===== src/rtl/fifo_pkg.sv =====
// rtl/fifo_pkg.sv - shared FIFO constants, writer state type and byte mux
package fifo_pkg;

    localparam int FIFO_DW    = 8;
    localparam int FIFO_DEPTH = 16;

    // Widest word the byte mux accepts; callers zero-extend narrower words.
    localparam int MAX_WORD_W = 256;

    typedef enum logic {
        IDLE = 1'b0,
        SEND = 1'b1
    } wr_state_t;

    // Pick byte idx of word; big-endian order mirrors the index across nbytes.
    function automatic logic [FIFO_DW-1:0] byte_sel(
        input logic [MAX_WORD_W-1:0] word,
        input int unsigned           idx,
        input int unsigned           nbytes,
        input logic                  big_endian
    );
        int unsigned             sel;
        logic [MAX_WORD_W-1:0]   shifted;
        sel     = big_endian ? (nbytes - 1 - idx) : idx;
        shifted = word >> (sel * FIFO_DW);
        return shifted[FIFO_DW-1:0];
    endfunction

endpackage


===== src/rtl/fifo_word_writer_if.sv =====
// rtl/fifo_word_writer_if.sv - word stream into the FIFO word writer
interface fifo_word_writer_if #(
    parameter int DATA_W = 32
) ();

    localparam int NB_W = $clog2(DATA_W / 8) + 1;

    logic              s_valid;
    logic              s_ready;
    logic [DATA_W-1:0] s_data;
    logic [NB_W-1:0]   s_nbytes;

    modport master (
        output s_valid,
        output s_data,
        output s_nbytes,
        input  s_ready
    );

    modport slave (
        input  s_valid,
        input  s_data,
        input  s_nbytes,
        output s_ready
    );

endinterface


===== src/rtl/fifo_word_writer.sv =====
// rtl/fifo_word_writer.sv - splits stream words into bytes for the 8-bit FIFO
module fifo_word_writer
    import fifo_pkg::*;
#(
    parameter int DATA_W     = 32,
    parameter int BIG_ENDIAN = 0,
    parameter int CNT_W      = 16
) (
    input  logic                clk,
    input  logic                rst,
    fifo_word_writer_if.slave   s,
    input  logic                fifo_full,
    output logic                fifo_wr,
    output logic [FIFO_DW-1:0]  fifo_din,
    output logic                busy,
    output logic                len_err,
    output logic [CNT_W-1:0]    bytes_written
);

    localparam int BYTES = DATA_W / 8;
    localparam int NB_W  = $clog2(BYTES) + 1;

    wr_state_t         state;
    logic [DATA_W-1:0] hold;
    logic [NB_W-1:0]   idx;
    logic [NB_W-1:0]   len;

    logic last_byte;
    logic accept;
    logic len_ok;

    // Write strobe, word boundary and handshake; ready on the last byte
    // lets the next word follow without a bubble.
    always_comb begin
        fifo_wr   = (state == SEND) && !fifo_full;
        last_byte = fifo_wr && (idx == len - NB_W'(1));
        s.s_ready = (state == IDLE) || last_byte;
        accept    = s.s_valid && s.s_ready;
        len_ok    = (s.s_nbytes != '0) && (s.s_nbytes <= NB_W'(BYTES));
        busy      = (state == SEND);
    end

    // Byte mux on the held word; idle drives zero onto the FIFO data bus.
    always_comb begin
        fifo_din = '0;
        if (state == SEND) begin
            fifo_din = byte_sel(MAX_WORD_W'(hold), 32'(idx), 32'(BYTES), BIG_ENDIAN != 0);
        end
    end

    // Word capture, byte walk and running byte count; a stall simply
    // leaves idx and hold untouched so nothing is lost or repeated.
    always_ff @(posedge clk) begin
        if (rst) begin
            state         <= IDLE;
            hold          <= '0;
            idx           <= '0;
            len           <= '0;
            len_err       <= 1'b0;
            bytes_written <= '0;
        end else begin
            len_err <= 1'b0;
            if (fifo_wr) begin
                idx           <= idx + NB_W'(1);
                bytes_written <= bytes_written + CNT_W'(1);
            end
            if (accept) begin
                hold    <= s.s_data;
                idx     <= '0;
                len     <= len_ok ? s.s_nbytes : NB_W'(BYTES);
                len_err <= !len_ok;
                state   <= SEND;
            end else if (last_byte) begin
                state <= IDLE;
            end
        end
    end

endmodule


===== src/flat_wrapper.sv =====
// flat-port wrapper written by rule: the top's interface ports become plain ports
module fifo_word_writer_flat import fifo_pkg::*;
#(
    parameter int DATA_W     = 32,
    parameter int BIG_ENDIAN = 0,
    parameter int CNT_W      = 16
)
  (clk, rst, fifo_full, fifo_wr, fifo_din, busy, len_err, bytes_written, s_s_valid, s_s_data, s_s_nbytes, s_s_ready);
  fifo_word_writer_if #(.DATA_W(DATA_W)) s_i ();
  input  logic clk;
  input  logic rst;
  input  logic fifo_full;
  output logic fifo_wr;
  output logic [FIFO_DW-1:0] fifo_din;
  output logic busy;
  output logic len_err;
  output logic [CNT_W-1:0] bytes_written;
  input wire logic [$bits(s_i.s_valid)-1:0] s_s_valid;
  input wire logic [$bits(s_i.s_data)-1:0] s_s_data;
  input wire logic [$bits(s_i.s_nbytes)-1:0] s_s_nbytes;
  output wire logic [$bits(s_i.s_ready)-1:0] s_s_ready;
  assign s_i.s_valid = s_s_valid;
  assign s_i.s_data = s_s_data;
  assign s_i.s_nbytes = s_s_nbytes;
  assign s_s_ready = s_i.s_ready;
  fifo_word_writer #(.DATA_W(DATA_W), .BIG_ENDIAN(BIG_ENDIAN), .CNT_W(CNT_W)) u_core (.clk(clk), .rst(rst), .s(s_i), .fifo_full(fifo_full), .fifo_wr(fifo_wr), .fifo_din(fifo_din), .busy(busy), .len_err(len_err), .bytes_written(bytes_written));
endmodule

===== config.mk =====
export PLATFORM = sky130hd
export DESIGN_NAME = fifo_word_writer_flat
export DESIGN_NICKNAME = d
export VERILOG_FILES = /design/src/rtl/fifo_pkg.sv /design/src/rtl/fifo_word_writer_if.sv /design/src/rtl/fifo_word_writer.sv /design/src/flat_wrapper.sv
export SDC_FILE = /design/constraint.sdc
export NUM_CORES = 1
export LEC_CHECK = 0
export CELL_PAD_IN_SITES_DETAIL_PLACEMENT = 0
export CELL_PAD_IN_SITES_GLOBAL_PLACEMENT = 2
export CORE_ASPECT_RATIO = 0.75
export CORE_UTILIZATION = 26
export CTS_BUF_LIST = sky130_fd_sc_hd__clkbuf_16
export DETAILED_ROUTE_END_ITERATION = 10
export PLACE_DENSITY = 0.86
export SLEW_MARGIN = 20
export SYNTH_ARGS = -nofsm -noshare
export SYNTH_HDL_FRONTEND = slang
export SYNTH_SLANG_ARGS = --single-unit

===== constraint.sdc =====
create_clock -name clk -period 2.05 [get_ports clk]
set_input_delay 0.205 -clock clk [delete_from_list [all_inputs] [get_ports clk]]
set_output_delay 0.205 -clock clk [all_outputs]
set_load 0.01 [all_outputs]

==> results of run 1 <==
## final timing paths
check	startpoint	to	depth (start not counted)
setup / recovery	u_core.len[0]	u_core.len[1]	9
hold / removal	u_core.len[1]	u_core.len[1]	1
setup reg to reg	u_core.len[0]	u_core.len[1]	9
hold reg to reg	u_core.len[1]	u_core.len[1]	1
## metrics by stage
step	area (sq um)	hold slack (ns)	setup slack, ns	total power, mW
6_report	3440	0.475	0.0744	2.30
5_1_grt	3440	0.493	0.000524	2.40
3_5_place_dp	3190	0.464	-0.123	1.46
3_3_place_gp	3190	0.454	-0.112	1.46
4_1_cts	3320	0.470	0.0241	2.30
2_1_floorplan	2330	0.326	0.0138	1.32
## metal layers
metal  vias to the layer above  GRT usage, %  wire length, um
met5                         -             0                0
met4                         0          3.32               19
met3                         2          4.79              429
met2                        63          17.4             2560
met1                       895          16.0             2670
li1                        926             -                -
## layout by cell type, fill, tap and decap left out, types with 2 or more instances in the layout
cell type	synthesis	final
sky130_fd_sc_hd__clkbuf_16	0	8
sky130_fd_sc_hd__and2_1	2	2
sky130_fd_sc_hd__inv_1	4	5
sky130_fd_sc_hd__a32o_1	2	2
sky130_fd_sc_hd__or3_1	2	2
sky130_fd_sc_hd__xnor2_1	8	8
sky130_fd_sc_hd__buf_12	0	4
sky130_fd_sc_hd__and4_1	3	3
sky130_fd_sc_hd__nand2b_1	3	3
sky130_fd_sc_hd__dfxtp_1	56	53
sky130_fd_sc_hd__nand3_1	3	3
sky130_fd_sc_hd__dfxtp_2	0	2
sky130_fd_sc_hd__clkdlybuf4s50_1	0	57
sky130_fd_sc_hd__dlygate4sd2_1	0	7
sky130_fd_sc_hd__buf_6	4	2
sky130_fd_sc_hd__mux4_2	8	8
sky130_fd_sc_hd__nor2b_1	9	9
sky130_fd_sc_hd__nor2_1	15	15
sky130_fd_sc_hd__nand4_1	6	6
sky130_fd_sc_hd__xor2_1	7	7
sky130_fd_sc_hd__nor3_1	3	3
sky130_fd_sc_hd__a22o_1	32	32
sky130_fd_sc_hd__ha_1	4	4
sky130_fd_sc_hd__buf_4	1	9
sky130_fd_sc_hd__o21ai_0	2	2
sky130_fd_sc_hd__nand2_1	9	9
sky130_fd_sc_hd__a21oi_1	4	4
## power by group through the flow
stage / Clock, mW / Sequential, mW / Combinational (mW)
floorplan: 0 / 1.18 / 0.140
global placement: 0 / 1.18 / 0.274
detailed placement: 0 / 1.19 / 0.277
CTS: 0.866 / 1.16 / 0.272
global route: 0.915 / 1.17 / 0.321
finish: 0.838 / 1.16 / 0.297
## state kept, by name (all words and copies together) (netlist names)
| name | cells |
|---|---|
| u_core.len | 3 |
| u_core.hold | 32 |
| u_core.bytes_written | 16 |
| u_core.len_err | 1 |
| u_core.busy | 1 |
| u_core.idx | 3 |
## cell type report
| class | count | area, sq um | share of cell area, % |
|---|---|---|---|
| inverter | 6 | 22.5 | 0.655 |
| tap | 108 | 135 | 3.93 |
| clock inverter | 3 | 17.5 | 0.510 |
| multi-input combinational | 135 | 1120 | 32.5 |
| clock buffer | 5 | 125 | 3.64 |
| sequential | 56 | 1130 | 32.8 |
| timing repair buffer | 84 | 892 | 26.0 |
## cells by family (layout without fill, tap and decap cells)
family | Yosys count | in the layout
fa+ha+maj | 4 | 4
buf+inv | 17 | 98
simple gates | 61 | 61
flops | 56 | 56
xor+xnor | 16 | 16
compound gates | 45 | 45
mux | 9 | 9
## repair_timing
item,CTS,global route
gates cloned,0,4
gates resized for setup,15,4
setup buffers,0,1
endpoints found under the setup margin,9,37
pin swaps,0,1
==> metrics.txt, run 1 <==
# TYPE chip_impl_metric gauge
chip_impl_metric{name="numCtsBuffers",unit=""} 5
chip_impl_metric{name="ff2ff_setup_slack",unit="ns"} 0.07
chip_impl_metric{name="cts.hold.buffers_added",unit=""} 0
chip_impl_info{name="crit_path_top_delay_cell",value="sky130_fd_sc_hd__o41a_4"} 1
chip_impl_metric{name="vias",unit=""} 1886
chip_impl_metric{name="placed_cells",unit=""} 384
chip_impl_metric{name="wl",unit="mm"} 5.68
chip_impl_info{name="clk_root_buffer_cell",value="sky130_fd_sc_hd__clkbuf_16"} 1
chip_impl_metric{name="yosysSeqAreaShare",unit="%"} 48.0
chip_impl_metric{name="clock_network_fraction_of_design_power",unit="%"} 36.5
chip_impl_info{name="main_combinational_cell_family_by_area_after_synthesis",value="compound AO/OA/AOI/OAI gates"} 1
chip_impl_metric{name="utilization",unit="%"} 40.0
chip_impl_info{name="critPathKind",value="flip-flop to flip-flop"} 1
chip_impl_metric{name="post-synth-top-area-fraction",unit="%"} 48.0
chip_impl_metric{name="design.portCount",unit=""} 67
chip_impl_metric{name="yosys.area_share.adder",unit="%"} 2.14
chip_impl_info{name="crit_path_frequent_cell",value="sky130_fd_sc_hd__buf_12"} 1
chip_impl_metric{name="global_route.usage.total",unit="%"} 11.9
chip_impl_metric{name="port_buf_inserts",unit=""} 66
chip_impl_metric{name="endpoint_required_time_on_the_critical_path",unit="ns"} 2.28
chip_impl_metric{name="synthArstFlopShare",unit="%"} 0
chip_impl_metric{name="n_fill_cell",unit=""} 833
chip_impl_metric{name="power.density",unit="mW/mm^2"} 668
chip_impl_info{name="hp_class",value="flip-flop to flip-flop"} 1
chip_impl_metric{name="skew",unit="ns"} 0.00924
chip_impl_metric{name="grt_max_degree",unit=""} 39
chip_impl_metric{name="critical-path-max-stage-delay",unit="ns"} 0.48
chip_impl_metric{name="hold_violations",unit=""} 0
chip_impl_metric{name="synth.mux.area_fraction",unit="%"} 8.20
chip_impl_metric{name="chipWidth",unit="um"} 111
chip_impl_metric{name="path_max_fanout",unit=""} 5
chip_impl_metric{name="period_minus_slack",unit="ns"} 1.98
chip_impl_metric{name="timing.setup.tns",unit="ns"} 0
chip_impl_metric{name="firstDrtPassIters",unit=""} 7
chip_impl_metric{name="yosys_warning_total",unit=""} 0
chip_impl_metric{name="initial_utilization",unit="%"} 27.1
chip_impl_metric{name="post-route-period-util",unit="%"} 96.4
chip_impl_info{name="synthDominantAreaCellType",value="sky130_fd_sc_hd__dfxtp_1"} 1
chip_impl_metric{name="route.detailed.drc",unit=""} 8
chip_impl_metric{name="share_seq_of_total_power",unit="%"} 50.6
chip_impl_info{name="series_of_cell_instances_along_the_critical_path",value="inv_1 -> ha_1 -> xnor2_1 -> o41a_4 -> buf_6 -> nor2_4 -> buf_12 -> buf_12 -> a32o_1"} 1
chip_impl_metric{name="arrival",unit="ns"} 2.21
chip_impl_metric{name="die_area",unit="sq mm"} 0.00937
chip_impl_metric{name="cp_num_buf_inv",unit=""} 4
chip_impl_metric{name="overflow",unit=""} 0
chip_impl_info{name="cp_top_family",value="compound AO/OA/AOI/OAI gates"} 1
chip_impl_metric{name="antenna-diode-count",unit=""} 0
chip_impl_metric{name="drtAntennaViolNets",unit=""} 0
chip_impl_metric{name="synthToLayoutAreaGrowth",unit="%"} 47.2
chip_impl_metric{name="final_setup_violation_count",unit=""} 0
chip_impl_metric{name="power.share.combinational",unit="%"} 12.9
chip_impl_metric{name="cts_num_sinks",unit=""} 56
chip_impl_metric{name="post_route_cells_drive_above_1_share",unit="%"} 15.2
chip_impl_metric{name="timing.final.max_slew_violations",unit=""} 0
chip_impl_info{name="failed_checks",value="design-rule violations"} 1
chip_impl_metric{name="row_count",unit=""} 29
chip_impl_metric{name="netlist_area",unit="sq mm"} 0.00233
chip_impl_metric{name="cts_buffer_depth",unit=""} 2
chip_impl_metric{name="synth_area_per_cell",unit="sq um"} 11.2
chip_impl_metric{name="final_cell_count_no_fill",unit=""} 397
chip_impl_metric{name="place.detailed.hpwl",unit="mm"} 3.81
chip_impl_info{name="start_kind",value="flip-flop"} 1
chip_impl_info{name="critPathCaptureType",value="flip-flop"} 1
chip_impl_metric{name="first_pass_grt_wire_length",unit="mm"} 8.73
chip_impl_metric{name="post_drt_via_cell_ratio",unit=""} 4.75
chip_impl_metric{name="die_h",unit="um"} 84.1
chip_impl_info{name="cts_tree",value="yes"} 1
chip_impl_metric{name="synth_xor_xnor_area_share",unit="%"} 6.65
chip_impl_info{name="top_ff_cell_synth",value="sky130_fd_sc_hd__dfxtp_1"} 1
chip_impl_metric{name="finalNetCount",unit=""} 331
chip_impl_metric{name="synthCells",unit=""} 208
chip_impl_info{name="run_status",value="finished, violations left"} 1
chip_impl_metric{name="place_congestion",unit=""} 0.742
chip_impl_info{name="synth_area_leaders",value="sky130_fd_sc_hd__dfxtp_1, sky130_fd_sc_hd__a22o_1, sky130_fd_sc_hd__mux4_2"} 1
chip_impl_metric{name="detail_route.iter0.violations",unit=""} 64
chip_impl_metric{name="synth_enable_flop_cells",unit=""} 0
chip_impl_metric{name="synth_simple_gate_area_share",unit="%"} 14.1
chip_impl_metric{name="swShare",unit="%"} 22.8
chip_impl_metric{name="post_synthesis_compound_gate_area_fraction",unit="%"} 16.5
chip_impl_metric{name="cts_max_level",unit=""} 2
chip_impl_metric{name="number_of_antenna_violations_at_the_first_check_in_global_routing",unit=""} 0
chip_impl_metric{name="floorplan.core_area",unit="sq mm"} 0.00860
chip_impl_metric{name="p_leak",unit="nW"} 1.33
chip_impl_metric{name="internal_power",unit="mW"} 1.77
chip_impl_metric{name="switchingPower",unit="mW"} 0.523
chip_impl_metric{name="detail_route.wl_per_cell",unit="um"} 14.3
chip_impl_metric{name="clk_pin_slew",unit="ns"} 0.07
chip_impl_metric{name="synth.distinct_cells",unit=""} 40
chip_impl_info{name="leading_post_synthesis_cells_by_instance_count",value="sky130_fd_sc_hd__dfxtp_1, sky130_fd_sc_hd__a22o_1, sky130_fd_sc_hd__nor2_1, sky130_fd_sc_hd__nand2_1, sky130_fd_sc_hd__nor2b_1"} 1
chip_impl_metric{name="worstMarginPinSlew",unit="ns"} 0.411
chip_impl_metric{name="grt_pass1_vias",unit=""} 1756
chip_impl_metric{name="vdd_drop_max",unit="V"} 0.000306
chip_impl_metric{name="synth_seq_cells",unit=""} 56
chip_impl_metric{name="maxSlewHeadroom",unit="%"} 72.6
chip_impl_metric{name="worstSkewPairLatency",unit="ns"} 0.29
chip_impl_metric{name="timing.max_cap.violations",unit=""} 0
chip_impl_info{name="synth_most_common_cell",value="sky130_fd_sc_hd__dfxtp_1"} 1
chip_impl_info{name="rsz0062_at_grt",value="no"} 1
chip_impl_metric{name="max_freq",unit="MHz"} 506
chip_impl_metric{name="synth_fp_nets",unit=""} 251
Note: power is estimated with default switching activity, not from simulation.
==> run 2, diff against run 1 <==
- CAP_MARGIN: unset -> 20
- GPL_TIMING_DRIVEN: unset -> 0
==> run 2 against run 1 <==
The run still ends with design-rule violations left; cell count grew 1.3%; largest power group unchanged; sequential share of layout area is essentially flat; clock-buffer cell count is the same; critical path depth is the same; global-route usage grew 1.1 points; clock skew shrank 0.0039 ns; sequential power is essentially flat; highest routed layer unchanged; flip-flop and latch count is the same; total power grew 2.2%; first-iteration DRC count grew 11%; critical endpoint is now u_core.hold[22]; fmax is essentially flat; non-clock buffer count grew 5.
==> metrics.txt, run 2 (same netlist as run 1, synthesis figures left out) <==
# TYPE chip_impl_metric gauge
chip_impl_metric{name="maxSlewHeadroom",unit="%"} 68.6
chip_impl_info{name="worst_hold_path.endpoint",value="u_core.len[1]"} 1
chip_impl_info{name="cts_tree",value="yes"} 1
chip_impl_metric{name="die_h",unit="um"} 84.1
chip_impl_metric{name="cts_num_sinks",unit=""} 56
chip_impl_metric{name="finalNetCount",unit=""} 336
chip_impl_metric{name="ff2ff_setup_slack",unit="ns"} 0.07
chip_impl_metric{name="place.detailed.hpwl",unit="mm"} 4.21
chip_impl_metric{name="first_pass_grt_wire_length",unit="mm"} 9.38
chip_impl_metric{name="arrival",unit="ns"} 2.17
chip_impl_metric{name="worstSkewPairLatency",unit="ns"} 0.30
chip_impl_metric{name="vias",unit=""} 1921
chip_impl_metric{name="number_of_antenna_violations_at_the_first_check_in_global_routing",unit=""} 0
chip_impl_metric{name="vdd_drop_max",unit="V"} 0.000496
chip_impl_metric{name="path_max_fanout",unit=""} 10
chip_impl_metric{name="timing.final.max_slew_violations",unit=""} 0
chip_impl_info{name="layout_commonest_cell",value="sky130_fd_sc_hd__clkdlybuf4s50_1"} 1
chip_impl_info{name="hp_class",value="flip-flop to flip-flop"} 1
chip_impl_info{name="critPathKind",value="flip-flop to flip-flop"} 1
chip_impl_metric{name="numCtsBuffers",unit=""} 5
chip_impl_metric{name="postPlaceCellArea",unit="sq mm"} 0.00313
chip_impl_metric{name="design.portCount",unit=""} 67
chip_impl_info{name="clk_root_buffer_cell",value="sky130_fd_sc_hd__clkbuf_16"} 1
chip_impl_metric{name="design_area",unit="sq mm"} 0.00343
chip_impl_metric{name="detail_route.iter0.violations",unit=""} 71
chip_impl_metric{name="drtAntennaViolNets",unit=""} 0
chip_impl_metric{name="critical-path-max-stage-delay",unit="ns"} 0.50
chip_impl_metric{name="utilization",unit="%"} 39.9
chip_impl_metric{name="hold_violations",unit=""} 0
chip_impl_metric{name="period_minus_slack",unit="ns"} 1.98
chip_impl_metric{name="worstMarginPinSlew",unit="ns"} 0.472
chip_impl_metric{name="post_route_cells_drive_above_1_share",unit="%"} 19.7
chip_impl_info{name="biggestRegsByFlops",value="u_core.hold (32), u_core.bytes_written (16)"} 1
chip_impl_info{name="largest-register",value="u_core.hold"} 1
chip_impl_metric{name="rr_worst_depth",unit=""} 9
chip_impl_metric{name="die_area",unit="sq mm"} 0.00937
chip_impl_info{name="crit_path_frequent_cell",value="sky130_fd_sc_hd__buf_6"} 1
chip_impl_metric{name="place_congestion",unit=""} 0.739
chip_impl_metric{name="hold_path_depth",unit=""} 1
chip_impl_info{name="failed_checks",value="design-rule violations"} 1
chip_impl_metric{name="grt_max_degree",unit=""} 20
chip_impl_metric{name="report.power.total",unit="mW"} 2.35
chip_impl_metric{name="firstDrtPassIters",unit=""} 7
chip_impl_metric{name="detail_route.wl_per_cell",unit="um"} 14.6
chip_impl_metric{name="route.detailed.drc",unit=""} 8
chip_impl_metric{name="floorplan.core_area",unit="sq mm"} 0.00860
chip_impl_info{name="hold_path.startpoint",value="u_core.len[1]"} 1
chip_impl_metric{name="row_count",unit=""} 29
chip_impl_info{name="start_kind",value="flip-flop"} 1
chip_impl_metric{name="final_cell_count_no_fill",unit=""} 402
chip_impl_info{name="critPathCaptureType",value="flip-flop"} 1
chip_impl_metric{name="cp_num_buf_inv",unit=""} 4
chip_impl_metric{name="p_leak",unit="nW"} 1.32
chip_impl_metric{name="antenna-diode-count",unit=""} 0
chip_impl_metric{name="synthToLayoutAreaGrowth",unit="%"} 46.8
chip_impl_metric{name="grt_pass1_vias",unit=""} 1893
chip_impl_metric{name="overflow",unit=""} 0
chip_impl_info{name="worst_r2r_startpoint",value="u_core.len[1]"} 1
chip_impl_metric{name="global_route.usage.total",unit="%"} 13.0
chip_impl_metric{name="initial_utilization",unit="%"} 27.1
chip_impl_metric{name="post_drt_via_cell_ratio",unit=""} 4.78
chip_impl_metric{name="wl",unit="mm"} 5.86
chip_impl_info{name="crit_path_top_delay_cell",value="sky130_fd_sc_hd__o41a_4"} 1
chip_impl_metric{name="skew",unit="ns"} 0.00529
chip_impl_metric{name="largest_register_ff_count",unit=""} 32
chip_impl_metric{name="cts_max_level",unit=""} 2
chip_impl_info{name="reg2reg_to",value="u_core.hold[22]"} 1
chip_impl_metric{name="post-route-period-util",unit="%"} 96.4
chip_impl_info{name="cp_top_family",value="compound AO/OA/AOI/OAI gates"} 1
chip_impl_metric{name="cts_buffer_depth",unit=""} 2
chip_impl_metric{name="port_buf_inserts",unit=""} 66
chip_impl_info{name="most-common-layout-cells",value="sky130_fd_sc_hd__clkdlybuf4s50_1, sky130_fd_sc_hd__dfxtp_1, sky130_fd_sc_hd__a22o_1, sky130_fd_sc_hd__nor2_1, sky130_fd_sc_hd__buf_4"} 1
chip_impl_info{name="series_of_cell_instances_along_the_critical_path",value="inv_2 -> ha_4 -> xnor2_1 -> o41a_4 -> inv_4 -> a21oi_4 -> buf_6 -> buf_6 -> a22o_1"} 1
chip_impl_metric{name="endpoint_required_time_on_the_critical_path",unit="ns"} 2.24
chip_impl_metric{name="power.density",unit="mW/mm^2"} 685
chip_impl_metric{name="final_setup_violation_count",unit=""} 0
chip_impl_info{name="run_status",value="finished, violations left"} 1
chip_impl_metric{name="timing.max_cap.violations",unit=""} 0
chip_impl_metric{name="chipWidth",unit="um"} 111
chip_impl_metric{name="max_freq",unit="MHz"} 506
chip_impl_metric{name="placed_cells",unit=""} 382
chip_impl_metric{name="clk_pin_slew",unit="ns"} 0.07
==> run 2: report_power, final <==
group	total, mW	internal (mW)	switching (mW)
Combinational	0.304	0.189	0.115
Clock	0.880	0.464	0.415
Sequential	1.16	1.13	0.0288
Total	2.35	1.79	0.559
==> run 2: metal layers <==
layer  part of all wire, %  track usage (%)  wire [um]  vias up
li1                      -                -          -      936
met1                    48             17.1       2800      919
met2                    44             20.1       2580       61
met4                  0.92             3.69         54        0
met3                   7.2             4.28        423        5
met5                     0                0          0        -
==> run 2: per-stage QoR <==
| stage | TNS, ns | setup WS (ns) | hold WS [ns] |
|---|---|---|---|
| global placement | -9.96 | -0.315 | 0.456 |
| CTS | -0.0185 | -0.00944 | 0.478 |
| global route | -0.00239 | -0.00229 | 0.486 |
| floorplan | 0 | 0.0138 | 0.326 |
| detailed placement | -10.22 | -0.345 | 0.460 |
| finish | 0 | 0.0741 | 0.474 |
==> run 2: worst max-delay path by stage <==
| stage | to | from | depth (start not counted) | slack [ns] |
|---|---|---|---|---|
| after floorplan | u_core.hold[17] | u_core.len[0] | 9 | 0.01 |
| after global placement | u_core.hold[12] | fifo_full | 7 | -0.32 |
| after detailed placement | u_core.hold[7] | fifo_full | 7 | -0.34 |
| after CTS | s_s_ready | u_core.idx[2] | 4 | -0.009 |
| after global routing | u_core.hold[12] | u_core.len[0] | 8 | -0.002 |
| final | u_core.hold[22] | u_core.len[1] | 9 | 0.07 |
==> run 2: area by class of cell <==
class / instances / area (sq um)
Clock buffer: 5 / 125
Inverter: 6 / 28.8
Buffer: 11 / 113
Sequential cell: 56 / 1130
Fill cell: 843 / 5170
Timing Repair Buffer: 78 / 732
Multi-Input combinational cell: 135 / 1140
Tap cell: 108 / 135
Clock inverter: 3 / 27.5
==> run 2: repair_timing <==
item	4_1_cts	5_1_grt
hold buffers	0	0
pin swaps	1	6
gates cloned	0	1
gates resized for setup	26	18
setup buffers	5	6
endpoints found under the setup margin	45	39
hold endpoints to repair	0	0
